## src/rtl/counter_run_ctrl_pkg.sv

```systemverilog
`default_nettype none
// ============================================================================
// Module      : counter_run_ctrl_pkg
// Description : Shared types and constants for the counter run controller.
//               Holds the run FSM state encoding and the default width of
//               the wrap target / wrap tally.
// Revision    : 1.0 - initial release
// ============================================================================
package counter_run_ctrl_pkg;

   // Default width of the wrap target and the wrap tally.
   localparam int c_WRAP_W_DEFAULT = 8;

   // Run controller states.
   typedef enum logic [1:0] {
      IDLE  = 2'd0,
      RUN   = 2'd1,
      PAUSE = 2'd2,
      DONE  = 2'd3
   } state_t;

endpackage : counter_run_ctrl_pkg
`default_nettype wire

```

## src/rtl/counter_run_ctrl_wrap_tally.sv

```systemverilog
`default_nettype none
// ============================================================================
// Module      : wrap_tally
// Description : WRAP_W-bit tally of counter wraps with synchronous clear and
//               increment, plus a compare flag that is high when the next
//               counted wrap is the final one (wraps == target - 1).
// Ports       : clk    - clock, rising edge
//               rst    - synchronous active-high reset, clears the tally
//               clr    - clear tally to zero (wins over inc)
//               inc    - increment tally by one
//               target - latched wrap target to compare against
//               wraps  - current tally value
//               last   - high when wraps == target - 1
// Revision    : 1.0 - initial release
// ============================================================================
module wrap_tally
   import counter_run_ctrl_pkg::*;
#(
   parameter int WRAP_W = c_WRAP_W_DEFAULT
) (
   input  logic              clk,
   input  logic              rst,
   input  logic              clr,
   input  logic              inc,
   input  logic [WRAP_W-1:0] target,
   output logic [WRAP_W-1:0] wraps,
   output logic              last
);

   localparam logic [WRAP_W-1:0] c_ONE = {{(WRAP_W-1){1'b0}}, 1'b1};

   logic [WRAP_W-1:0] r_wraps;
   logic [WRAP_W-1:0] w_target_m1;

   // The tally never passes the target, so no saturation is needed.
   always_ff @(posedge clk) begin
      if (rst) begin
         r_wraps <= '0;
      end else if (clr) begin
         r_wraps <= '0;
      end else if (inc) begin
         r_wraps <= r_wraps + c_ONE;
      end
   end

   assign w_target_m1 = target - c_ONE;
   assign last        = (r_wraps == w_target_m1);
   assign wraps       = r_wraps;

endmodule : wrap_tally
`default_nettype wire

```

## src/rtl/counter_run_ctrl.sv

```systemverilog
`default_nettype none
// ============================================================================
// Module      : counter_run_ctrl
// Description : Run controller for an external 2-bit T-FF counter. Enables
//               the counter for a programmed number of wraps, supports pause
//               and abort, and reports completion and a zero-target error.
//               All outputs are decoded from registered state.
// Ports       : clk         - clock, rising edge
//               rst         - synchronous active-high reset
//               start       - run request, sampled in IDLE only
//               stop        - abort, honoured in RUN and PAUSE
//               hold        - pause request
//               wrap_target - wraps per run, latched on accepted start
//               cnt_y       - counter Moore output, high in counter state 11
//               x_en        - counter count enable, high only in RUN
//               busy        - high in RUN or PAUSE
//               done        - one-cycle completion pulse
//               err         - one-cycle pulse on start with zero target
//               wraps       - wraps counted in the current or last run
// Revision    : 1.0 - initial release
// ============================================================================
module counter_run_ctrl
   import counter_run_ctrl_pkg::*;
#(
   parameter int WRAP_W = c_WRAP_W_DEFAULT
) (
   input  logic              clk,
   input  logic              rst,
   input  logic              start,
   input  logic              stop,
   input  logic              hold,
   input  logic [WRAP_W-1:0] wrap_target,
   input  logic              cnt_y,
   output logic              x_en,
   output logic              busy,
   output logic              done,
   output logic              err,
   output logic [WRAP_W-1:0] wraps
);

   state_t            r_state;
   state_t            w_state_nxt;
   logic [WRAP_W-1:0] r_target;
   logic              r_err;
   logic              w_err_nxt;
   logic              w_target_ld;
   logic              w_tally_clr;
   logic              w_tally_inc;
   logic              w_wrap_evt;
   logic              w_last;

   // The counter leaves 11 for 00 on this edge only while it is enabled.
   assign w_wrap_evt = (r_state == RUN) && cnt_y;

   always_ff @(posedge clk) begin
      if (rst) begin
         r_state  <= IDLE;
         r_target <= '0;
         r_err    <= 1'b0;
      end else begin
         r_state <= w_state_nxt;
         r_err   <= w_err_nxt;
         if (w_target_ld) begin
            r_target <= wrap_target;
         end
      end
   end

   always_comb begin
      w_state_nxt = r_state;
      w_err_nxt   = 1'b0;
      w_target_ld = 1'b0;
      w_tally_clr = 1'b0;
      w_tally_inc = 1'b0;
      case (r_state)
         IDLE: begin
            if (start) begin
               if (wrap_target != '0) begin
                  w_target_ld = 1'b1;
                  w_tally_clr = 1'b1;
                  w_state_nxt = RUN;
               end else begin
                  w_err_nxt = 1'b1;
               end
            end
         end
         RUN: begin
            // Abort beats a coincident wrap; a wrap alongside hold still
            // counts because the counter was enabled on this edge.
            if (stop) begin
               w_state_nxt = IDLE;
            end else begin
               w_tally_inc = w_wrap_evt;
               if (w_wrap_evt && w_last) begin
                  w_state_nxt = DONE;
               end else if (hold) begin
                  w_state_nxt = PAUSE;
               end
            end
         end
         PAUSE: begin
            if (stop) begin
               w_state_nxt = IDLE;
            end else if (!hold) begin
               w_state_nxt = RUN;
            end
         end
         DONE: begin
            w_state_nxt = IDLE;
         end
         default: begin
            w_state_nxt = IDLE;
         end
      endcase
   end

   wrap_tally #(
      .WRAP_W (WRAP_W)
   ) u_wrap_tally (
      .clk    (clk),
      .rst    (rst),
      .clr    (w_tally_clr),
      .inc    (w_tally_inc),
      .target (r_target),
      .wraps  (wraps),
      .last   (w_last)
   );

   assign x_en = (r_state == RUN);
   assign busy = (r_state == RUN) || (r_state == PAUSE);
   assign done = (r_state == DONE);
   assign err  = r_err;

endmodule : counter_run_ctrl
`default_nettype wire
```

## config.mk

```make
export PLATFORM = sky130hd
export DESIGN_NAME = counter_run_ctrl
export DESIGN_NICKNAME = d
export VERILOG_FILES = /design/src/rtl/counter_run_ctrl_pkg.sv /design/src/rtl/counter_run_ctrl_wrap_tally.sv /design/src/rtl/counter_run_ctrl.sv
export SDC_FILE = /design/constraint.sdc
export NUM_CORES = 1
export LEC_CHECK = 0
export CAP_MARGIN = 0
export CORE_AREA = 3 3 46 65
export DETAILED_ROUTE_END_ITERATION = 12
export DIE_AREA = 0 0 49 68
export GPL_ROUTABILITY_DRIVEN = 0
export HOLD_SLACK_MARGIN = 0.15
export PLACE_DENSITY = 0.73
export SETUP_SLACK_MARGIN = 0.05
export SLEW_MARGIN = 15
export SYNTH_ARGS = -nofsm -noshare
export SYNTH_HDL_FRONTEND = slang
export SYNTH_SLANG_ARGS = --single-unit
```

## constraint.sdc

```tcl
create_clock -name clk -period 2.56 [get_ports clk]
set_input_delay 0.384 -clock clk [delete_from_list [all_inputs] [get_ports clk]]
set_output_delay 0.384 -clock clk [all_outputs]
set_load 0.02 [all_outputs]
```

==> flow_metrics.tcl, run 1 <==
set metrics [dict create \
    fin_ws_ps 390.5 \
    drtIter0Drc 23 \
    crit_path_start_kind "flop" \
    netlist-cell-type-count 36 \
    cap_violations 0 \
    ys_seq_area_frac 0.3134 \
    pwr-share-clk 0.234 \
    finalCriticalPeriod_ps 2169 \
    critPathKind "reg -> reg" \
    cts_setup_buffers 0 \
    synthCells 135 \
    pwr-share-comb 0.281 \
    grt_first_pass_wirelength_um 4664 \
    grtUsageTotal 0.1797 \
    drive_gt1_frac 0.1111 \
    swShare 0.3107 \
    endpoint_kind "flop" \
    tns_ps 0 \
    synth_area_per_cell_um2 8.990 \
    crit_chain "inv_1 -> ha_1 -> nor3b_2 -> xnor2_1 -> or4_1 -> a211o_1 -> a221oi_2" \
    first_global_vias 1060 \
    drc 0 \
    rows 21 \
    n_antenna_cell 0 \
    die_y_um 68 \
    clock-sinks 19 \
    core_um2 2444 \
    timing.final.crit_share 0.8475 \
    powerDensity_nw_per_um2 445.4 \
    crit_required_ps 2790 \
    num_vias 1029 \
    finalHoldWorstSlack_ps 552.5 \
    antenna_found_initial 0 \
    cts_made_buffers 3 \
    p_int_uw 466.4 \
    cp.buffers_inverters 1 \
    hp-class "reg -> reg" \
    area_growth_pct 25.15 \
    rsz0062_at_grt "false" \
    arrival_ps 2400 \
    ir_worst_vdd_mv 0.2943 \
    dr.pass1.iters 4 \
    dieArea_um2 3332 \
    hpwl_um 1970 \
    fin_nets 184 \
    tightest_slew_ps 622.2 \
    cp_max_fo 5 \
    post_cts_resized 0 \
    overflow 0 \
    fin_worst_skew_ps 8.334 \
    max_freq_mhz 460.9 \
    netlist_area_um2 1214 \
    clockBufferDepth 2 \
    tritoncts "done" \
    final_common_cell "clkdlybuf4s50_1" \
    vias_per_cell 5.250 \
    post_drt_wl_per_cell_um 13.04 \
    slowest_delay_ps 540 \
    dpl_cell_area_um2 1491 \
    switching_power_uw 210.2 \
    grt_max_degree 12 \
    r2r_slack_ps 390 \
    io_pins 26 \
    clock_insertion_delay_worst_skew_ps 310 \
    pwr-share-seq 0.485 \
    drt.antenna.violating_nets 0 \
    syn_nets 156 \
    status "complete, no violations" \
    die_w_um 49 \
    final_cell_mix "25 x clkdlybuf4s50_1, 19 x nor2_1, 19 x dfxtp_1, 10 x mux2i_1, 10 x xor2_1" \
    timing.final.max_slew_violations 0 \
    htree_levels 1 \
    crit_family "simple AND/OR/NAND/NOR gates" \
    p_leak_nw 0.5968 \
    path_clk_slew_ps 120 \
    routed_wirelength_um 2555 \
    setup_violations 0 \
    ys_seq_elements 19 \
    initial_utilization 0.4967 \
    final_area_um2 1519 \
    hold_viol 0 \
    ys_warn_count 0 \
    io_buffers 25 \
    hold_buffers 0 \
    critical_path.slowest_cell "or4_1" \
    place_ws_ps 132.7 \
    final_core_util 0.6216 \
    slew_headroom 0.5852 \
    clock-root-buffer "clkbuf_4" \
]
-- worst register-to-register path: cells and delay by family (launching register included) --
family	cells	cell delay [ps]
AND/OR/NAND/NOR	2	710
AO/OA/AOI/OAI	2	550
flip-flops	1	430
adder cells (fa/ha/maj)	1	200
XOR/XNOR	1	140
buffers and inverters	1	70
-- synthesized netlist by cell type --
master | n | area [µm²]
dfxtp_1 | 19 | 380.4
a211o_1 | 1 | 8.760
nor4_2 | 1 | 12.51
and3b_1 | 1 | 8.760
nand3b_1 | 2 | 15.01
clkbuf_1 | 2 | 7.510
a221oi_1 | 1 | 8.760
nor3_1 | 3 | 15.01
buf_4 | 1 | 7.510
a21oi_1 | 4 | 20.02
o21ai_0 | 2 | 10.01
or4_1 | 3 | 22.52
or2_0 | 1 | 6.260
a2111o_1 | 1 | 11.26
mux2i_1 | 10 | 100.1
nand4_1 | 6 | 37.54
xnor2_1 | 8 | 70.07
nor3b_1 | 1 | 7.510
o311ai_0 | 1 | 8.760
buf_6 | 2 | 22.52
a221oi_2 | 1 | 15.01
or2_4 | 1 | 8.760
or4_4 | 2 | 22.52
or2_1 | 1 | 6.260
nor2b_4 | 1 | 13.76
o211ai_1 | 1 | 7.510
nand2_1 | 6 | 22.52
nor2_1 | 19 | 71.32
xor2_1 | 10 | 87.58
inv_1 | 7 | 26.28
nor2_2 | 4 | 25.02
nand2b_1 | 1 | 6.260
ha_1 | 7 | 87.58
and3_1 | 2 | 12.51
nor3b_2 | 1 | 12.51
a211oi_1 | 1 | 7.510
-- path summary, 6_finish.rpt --
check / startpoint / end / cells past startpoint
max: r_target[1] / r_state[1] / 7
min: r_target[7] / r_target[7] / 2
max reg2reg: r_target[1] / r_state[1] / 7
min reg2reg: r_target[7] / r_target[7] / 2
-- metrics by stage --
| stage | total power [mW] | cells |
|---|---|---|
| after floorplan | 0.4675 | 135 |
| after detailed placement | 0.5246 | 192 |
| after CTS | 0.6815 | 196 |
| after global placement | 0.5191 | 192 |
| after global routing | 0.7203 | 196 |
| final | 0.6766 | 196 |
-- per-layer routing --
layer  vias up  track usage  share of wire
li1        519            -              -
met5         -            0              0
met3         4      0.03704          0.042
met4         0      0.09609          0.014
met2        20       0.3282           0.51
met1       486       0.1963           0.43
-- logic make-up after synthesis --
group                    share of synthesized area
AO/OA/AOI/OAI                              0.08042
AND/OR/NAND/NOR                             0.2691
flip-flops                                  0.3134
XOR/XNOR                                    0.1299
multiplexers                               0.08248
buffers and inverters                      0.05258
adder cells (fa/ha/maj)                    0.07216
-- power groups by stage --
stage               sequential, mW  combinational (mW)  clock, mW
floorplan                    0.332               0.136          0
global placement             0.335               0.184          0
detailed placement           0.336               0.189          0
CTS                          0.328               0.191      0.162
global route                 0.331               0.212      0.177
finish                       0.328               0.190      0.159
-- area by class of cell --
type / instances / area, µm²
well taps: 34 / 42.54
clock buffers: 3 / 22.52
clock inverters: 1 / 5.005
repair buffers: 28 / 272.8
multi-input cells: 104 / 769.5
flip-flops and latches: 19 / 380.4
inverters: 7 / 26.28
fillers: 232 / 924.6
-- registers in the layout, summed over array words and instances, names as in the netlist --
register	count
err	1
r_state	2
r_target	8
u_wrap_tally.wraps	8
Power figures use the tool's default switching activity.
==> run 2, diff against run 1 <==
- CORE_AREA: 3 3 46 65 -> 3 3 48 68
- DIE_AREA: 0 0 49 68 -> 0 0 51 71
- PLACE_DENSITY: 0.73 -> 0.7
- clock period: 2.56 -> 1.95 ns (I/O delays scaled with it)
==> run 2 against run 1 <==
Sequential cell count did not move. Sequential share of layout area shrank 2.7 points. Clock skew shrank 1.2 ps. Non-clock buffer count up 18. Largest cell class unchanged.
==> flow_metrics.tcl, run 2 (synthesis gave the netlist of run 1 again) <==
set metrics [dict create \
    clock_insertion_delay_worst_skew_ps 260 \
    tns_ps 0 \
    final_common_cell "buf_4" \
    io_pins 26 \
    hold_buffers 0 \
    grt_first_pass_wirelength_um 4968 \
    grt_max_degree 13 \
    timing.final.crit_share 0.9948 \
    final_core_util 0.6186 \
    cts_made_buffers 3 \
    final_cell_mix "20 x buf_4, 17 x dfxtp_1, 17 x clkdlybuf4s50_1, 16 x nor2_1" \
    vias_per_cell 5.065 \
    critPathKind "reg -> reg" \
    die_y_um 71 \
    path_clk_slew_ps 80 \
    p_leak_nw 0.7429 \
    n_antenna_cell 0 \
    clock-root-buffer "clkbuf_8" \
    die_w_um 51 \
    hold_viol 0 \
    arrival_ps 2120 \
    clock-sinks 19 \
    slowest_delay_ps 530 \
    hp-class "in -> reg" \
    cap_violations 0 \
    max_freq_mhz 515.5 \
    dieArea_um2 3621 \
    endpoint_kind "flop" \
    hpwl_um 2309 \
    routed_wirelength_um 2912 \
    slew_headroom 0.7711 \
    cp_max_fo 2 \
    first_global_vias 1166 \
    area_growth_pct 42.27 \
    num_vias 1099 \
    powerDensity_nw_per_um2 590.9 \
    core_um2 2791 \
    grtUsageTotal 0.1774 \
    setup_violations 0 \
    fin_worst_skew_ps 7.120 \
    post_drt_wl_per_cell_um 13.42 \
    crit_family "simple AND/OR/NAND/NOR gates" \
    finalCriticalPeriod_ps 1940 \
    drc 0 \
    nFillCells 258 \
    timing.final.max_slew_violations 0 \
    drive_gt1_frac 0.2556 \
    cp.buffers_inverters 1 \
    crit_required_ps 2130 \
    critical_path.slowest_cell "or4_1" \
    fin_nets 202 \
    htree_levels 1 \
    drtIter0Drc 14 \
    antenna_found_initial 0 \
    drt.antenna.violating_nets 0 \
    rsz0062_at_grt "true" \
    clockBufferDepth 2 \
    dr.pass1.iters 4 \
    crit_chain "inv_2 -> ha_4 -> nor3b_4 -> xnor2_1 -> or4_1 -> a211o_1 -> a221oi_2" \
    rows 23 \
    tritoncts "done" \
    ir_worst_vdd_mv 0.4268 \
    tightest_slew_ps 342.2 \
    io_buffers 25 \
    crit_path_start_kind "flop" \
    status "complete, no violations" \
    overflow 0 \
    initial_utilization 0.4348 \
]
-- run 2: cell types whose count changed in the layout (fill, tap and decap cells not counted), moves of 3 or more --
cell and change:
dlygate4sd2_1 +4, dlymetal6s2s_1 +4, clkbuf_4 -3, nor2_1 -3
clkdlybuf4s50_1 -8, buf_4 +17, nor2_2 +3, clkbuf_8 +3
-- run 2: worst paths after layout --
check	start	to	slack [ps]	depth (start not counted)
worst min-delay path	wrap_target[2]	r_target[2]	310	3
worst min register to register	r_target[7]	r_target[7]	530	2
worst max-delay path	r_target[0]	r_state[1]	10	7
worst max register to register	r_target[0]	r_state[1]	10	7
-- run 2: metal layers --
| metal | wire, µm | up-vias | share of wire | track usage |
|---|---|---|---|---|
| met2 | 1637 | 22 | 0.56 | 0.3400 |
| li1 | - | 557 | - | - |
| met4 | 61 | 0 | 0.021 | 0.07784 |
| met5 | 0 | - | 0 | 0 |
| met3 | 97 | 8 | 0.033 | 0.02947 |
| met1 | 1115 | 512 | 0.38 | 0.1797 |
-- run 2: report_power, final --
group | switching, mW | total [mW] | internal [mW]
Clock | 0.139 | 0.284 | 0.144
Sequential | 0.0229 | 0.429 | 0.406
Combinational | 0.140 | 0.308 | 0.168
Total | 0.303 | 1.02 | 0.718
-- run 2: timing repair --
action / in CTS / in global routing
hold endpoints to repair: 0 / 0
setup buffers: 1 / 1
pin swaps: 9 / 1
setup endpoints to repair: 12 / 15
resized for setup: 10 / 7
-- run 2: layout make-up --
type	count	area [µm²]	area share
clock inverters	1	7.507	0.004348
multi-input cells	104	803.3	0.4652
repair buffers	46	416.7	0.2413
clock buffers	3	41.29	0.02391
well taps	37	46.29	0.02681
flip-flops and latches	19	385.4	0.2232
inverters	7	26.28	0.01522
-- run 2: per-stage QoR --
step / instance area, µm² / setup WS, ps / cells / hold slack (ps) / total power [mW]
after floorplan: 1227 / 44.18 / 135 / 438.4 / 0.6199
after global placement: 1629 / -233.8 / 211 / 511.1 / 0.7237
after detailed placement: 1629 / -286.4 / 211 / 516.5 / 0.7309
after CTS: 1702 / 5.295 / 216 / 515.8 / 1.029
after global routing: 1727 / -75.00 / 217 / 333.7 / 1.086
final: 1727 / 10.18 / 217 / 311.3 / 1.020
-- run 2: worst min-delay path, cell delays in order --
cell,delay [ps]
dlymetal6s2s_1,100
mux2i_1,70
nor2_1,70
